### config.mk
export PLATFORM = sky130hd
export DESIGN_NAME = switch_debouncer
export DESIGN_NICKNAME = d
export VERILOG_FILES = /design/src/rtl/switch_debouncer.sv
export SDC_FILE = /design/constraint.sdc
export NUM_CORES = 1
export LEC_CHECK = 0
export BUFFER_PORTS_ARGS = -buffer_cell sky130_fd_sc_hd__buf_4
export CORE_ASPECT_RATIO = 1.75
export CORE_MARGIN = 4
export CORE_UTILIZATION = 25
export DETAILED_ROUTE_END_ITERATION = 12
export MAX_ROUTING_LAYER = met4
export SLEW_MARGIN = 20
export SYNTH_ARGS = -nofsm -noshare
export SYNTH_HDL_FRONTEND = slang
export SYNTH_SLANG_ARGS = --single-unit
### constraint.sdc
create_clock -name clk_i -period 1.8 [get_ports clk_i]
set_input_delay 0 -clock clk_i [delete_from_list [all_inputs] [get_ports clk_i]]
set_output_delay 0 -clock clk_i [all_outputs]
set_load 0.01 [all_outputs]
### src/rtl/switch_debouncer.sv
// Counter-based debouncer for one mechanical input, with one-cycle rise/fall pulses.
// Define DEBOUNCER_SYNC_EN for a two-flop input synchronizer; otherwise a single sample register is used.
module switch_debouncer #(
    parameter int unsigned WIDTH = 20
) (
    input  logic clk_i,
    input  logic rst_i,
    input  logic enable_i,
    input  logic in_i,
    output logic out_o,
    output logic rise_o,
    output logic fall_o
);

    localparam logic [WIDTH-1:0] CNT_MAX = '1;

    logic             cand;
    logic [WIDTH-1:0] cnt_q,  cnt_d;
    logic             out_q,  out_d;
    logic             rise_q, rise_d;
    logic             fall_q, fall_d;

`ifdef DEBOUNCER_SYNC_EN
    logic s1_q, s2_q;

    // Sampling runs regardless of enable_i so the synchronizer never goes stale.
    always_ff @(posedge clk_i) begin
        if (rst_i) begin
            s1_q <= 1'b0;
            s2_q <= 1'b0;
        end else begin
            s1_q <= in_i;
            s2_q <= s1_q;
        end
    end

    assign cand = s2_q;
`else
    logic s_q;

    always_ff @(posedge clk_i) begin
        if (rst_i) begin
            s_q <= 1'b0;
        end else begin
            s_q <= in_i;
        end
    end

    assign cand = s_q;
`endif

    always_comb begin
        cnt_d  = cnt_q;
        out_d  = out_q;
        rise_d = 1'b0;
        fall_d = 1'b0;
        if (enable_i) begin
            if (cand == out_q) begin
                // A bounce back to the current level discards the partial count.
                cnt_d = '0;
            end else if (cnt_q != CNT_MAX) begin
                cnt_d = cnt_q + 1'b1;
            end else begin
                cnt_d  = '0;
                out_d  = cand;
                rise_d = cand;
                fall_d = ~cand;
            end
        end
    end

    always_ff @(posedge clk_i) begin
        if (rst_i) begin
            cnt_q  <= '0;
            out_q  <= 1'b0;
            rise_q <= 1'b0;
            fall_q <= 1'b0;
        end else begin
            cnt_q  <= cnt_d;
            out_q  <= out_d;
            rise_q <= rise_d;
            fall_q <= fall_d;
        end
    end

    assign out_o  = out_q;
    assign rise_o = rise_q;
    assign fall_o = fall_q;

endmodule

==> PnR_summary.wiki <==
{| class="wikitable"
! Metric !! Value
|-
| Layout Utilization || 32.22%
|-
| EDFF count, synth || 0
|-
| Worst Min Path Start || enable_i
|-
| Initial DRC Count || 26
|-
| CP arrival || 1.90 ns
|-
| RR Startpoint || cnt_q[1]
|-
| Number of placed cells counting well taps || 190
|-
| Critical path cell sequence || ha_4, nand4_1, nor4_4, nand3_1, or3_1, a21oi_2
|-
| Hold violation count in the final report || 0
|-
| Most area-consuming cells after synthesis || dfxtp_1 43%, xor2_1 6.2%, nor2_1 5.3%, nand3_1 3.6%, a31oi_1 3.3%
|-
| Critical path's slowest cell || nor4_4
|-
| H-tree Lvls || 1
|-
| Average routed wire per standard cell || 12.40 um
|-
| Most used DFF post-synth || dfxtp_1
|-
| Number of filler instances in the final layout || 455
|-
| Clock net sink count || 24
|-
| Number of cells in the finished layout apart from fillers || 197
|-
| Top achievable clock speed || 592.0 MHz
|-
| Residual DRC count || 0
|-
| GRT Residual Overflow || 0
|-
| Fraction of final layout cells sized beyond drive strength 1 || 23.29%
|-
| Yosys top cell area share || 42.67%
|-
| Worst vdd ir || 303.7 uV
|-
| Static leakage || 0.0005090 uW
|-
| GRT Resource Usage Total || 9.566%
|-
| Clock Tree Buf Depth || 2
|-
| Netlist area before placement || 1126 sq um
|-
| Distinct cell type count of the synthesized netlist || 37
|-
| Flop-to-flop setup slack || 0.11 ns
|-
| Pin count of the biggest net entering global routing || 13
|-
| Worst clock skew || 0.002464 ns
|-
| Family of cells with the greatest summed delay on the critical path || simple AND/OR/NAND/NOR gates
|-
| Nature of the critical path endpoint || flop
|-
| Effective utilization at floorplan || 25.80%
|-
| Tmin final || 1.689 ns
|-
| Detailed-placement wirelength estimate || 1.846 mm
|-
| Count of inserted antenna diode cells || 0
|-
| Area of the core || 4364 sq um
|-
| Y dimension of the die || 96.79 um
|-
| Number of global-route vias before repair || 966
|-
| Worst hold endpoint || cnt_q[2]
|-
| Horiz. Die Dim || 58.74 um
|-
| Data required time at the worst endpoint || 2.01 ns
|-
| Result of the run || completed
|-
| Post-synthesis sequential element count || 24
|-
| Worst relative slew slack || 68.05%
|-
| Total number of nets in the final design || 153
|-
| Reg2reg path depth || 6
|-
| Post-detailed-route via-to-cell ratio || 4.949
|-
| Final setup violating endpoints || 0
|-
| Total negative slack for setup checks || 0 ns
|-
| Clock buffer count from CTS || 3
|-
| Asr flop ratio synth || 0%
|-
| Total Die Area || 5685 sq um
|-
| Max-slew violation count || 0
|-
| Post-route antenna net violation count || 0
|-
| Syn_nets || 129
|-
| Worst path bufs/invs || 0
|-
| Instance count along the most critical hold path || 4
|-
| CTS root buffer || clkbuf_8
|-
| Core Rows || 32
|-
| Kind of critical path || reg2reg
|-
| Power density normalized to cell area || 637.8 nW/um^2
|-
| Max Cap Violations || 0
|-
| Post-Synthesis Cells || 124
|-
| Post-route fraction of the period consumed by the critical path || 93.84%
|-
| R2R Path End || cnt_q[18]
|-
| Routability congestion estimate || 0.7238
|-
| Sequential share of the synthesized area || 42.67%
|-
| Type of element launching the critical path || flop
|-
| Avg Inst Size Synth || 9.081 sq um
|-
| Type of the most critical hold path || in2reg
|-
| Worst-Skew Late Latency || 0.27 ns
|-
| DRT Wirelength || 2.443 mm
|-
| Antenna violations before repair || 0
|-
| Top cell type by total area after synthesis || dfxtp_1
|-
| Least-Margin Pin Slew || 0.4753 ns
|-
| TritonCTS clock tree || yes
|-
| Crit-path max cell delay || 0.40 ns
|-
| Maximum fanout along the worst path || 5
|-
| Vias || 975
|-
| Count of TritonRoute iterations in the first routing pass || 4
|-
| YS warnings || 0
|-
| First-pass GRT wire length || 4.140 mm
|-
| Clock edge transition at the registers on the reported setup and hold paths || 0.08 ns
|-
| Total of buffers placed on input and output ports || 6
|-
| Setup repair after global routing missed its margin || false
|-
| Number of top-level pins || 7
|-
| Area growth, synth to finish || 24.89%
|}
how the worst max path moves through the flow:
stage	start	end	slack [ns]	cells past startpoint
final	cnt_q[1]	cnt_q[18]	0.11	6
after global routing	cnt_q[1]	cnt_q[18]	0.01	6
after CTS	cnt_q[1]	cnt_q[13]	0.09	6
after detailed placement	cnt_q[1]	cnt_q[13]	0.10	6
after global placement	cnt_q[1]	cnt_q[13]	0.14	6
after floorplan	cnt_q[0]	cnt_q[18]	0.24	6
stage by stage:
stage / total power, uW / setup WS [ns] / hold WS [ns] / area [sq um]
finish: 897.0 / 0.1109 / 0.1166 / 1406
global route: 924.5 / 0.01284 / 0.1662 / 1406
CTS: 900.8 / 0.08655 / 0.1204 / 1370
detailed placement: 583.2 / 0.1038 / 0.2156 / 1299
global placement: 582.9 / 0.1403 / 0.2149 / 1299
floorplan: 569.1 / 0.2394 / 0.1282 / 1126
layout by cell type (no fill, tap or decap), types with 4 or more instances in the layout:
| cell | count |
|---|---|
| nor2_1 | 16 |
| nand3_1 | 8 |
| nand2_1 | 10 |
| a21oi_1 | 4 |
| xor2_1 | 8 |
| buf_4 | 18 |
| a31oi_1 | 6 |
| dfxtp_1 | 22 |
| xnor2_1 | 4 |
| nand4_1 | 6 |
power breakdown:
part | internal, uW | switching [uW] | leakage (uW)
clock | 150 | 170 | 0.0000216
sequential | 531 | 2.43 | 0.000195
combinational | 18.6 | 24.6 | 0.000293
routing by layer:
metal | routed length [um] | GRT usage (%) | vias up
li1 | - | - | 487
met1 | 941 | 9.547 | 470
met2 | 1388 | 17.04 | 13
met3 | 37 | 0.8011 | 5
met4 | 76 | 5.759 | 0
met5 | 0 | - | -
Yosys cell counts, drive strengths merged (2+ instances only):
library cell  number
dfxtp             24
o21ai              2
a31oi              6
nand4              7
nor4b              2
xor2               8
nand3              9
and2               2
nor3               2
nand2b             2
xnor2              4
a21oi              5
and3               4
nor4               2
nand2             10
nor2              16
mux2i              2
inv                2
or3                3
timing repair:
item / 4_1_cts / 5_1_grt
endpoints found under the setup margin: 0 / 6
hold buffers: 3 / 0
hold endpoints to repair: 7 / 0
gates resized for setup: 0 / 8
setup buffers: 0 / 1
worst min-delay path, stage by stage:
cell     delay, ns
buf_4         0.14
nand2_1       0.08
xor2_1        0.06
nor2_1        0.07
logic make-up (layout without fill, tap and decap cells):
group	count (synthesis)	in the layout	synth area share (%)
adder cells (fa/ha/maj)	1	1	1.111
multiplexers	2	2	1.778
AND/OR/NAND/NOR	63	63	32.45
buffers and inverters	4	26	2.333
AO/OA/AOI/OAI	18	18	10.33
flip-flops	24	24	42.67
XOR/XNOR	12	12	9.333
state kept, by name, indices dropped and copies added (netlist names):
name	cells
rise_o	1
fall_o	1
cand	1
cnt_q	20
out_o	1
layout make-up:
| type | count | area (sq um) | share of cell area (%) |
|---|---|---|---|
| multi-input cells | 96 | 643.1 | 45.73 |
| flip-flops and latches | 24 | 485.5 | 34.52 |
| repair buffers | 21 | 165.2 | 11.74 |
| well taps | 51 | 63.81 | 4.537 |
| clock buffers | 3 | 41.29 | 2.936 |
| inverters | 2 | 7.507 | 0.5338 |
No activity file was read; power rests on OpenSTA's default activity.
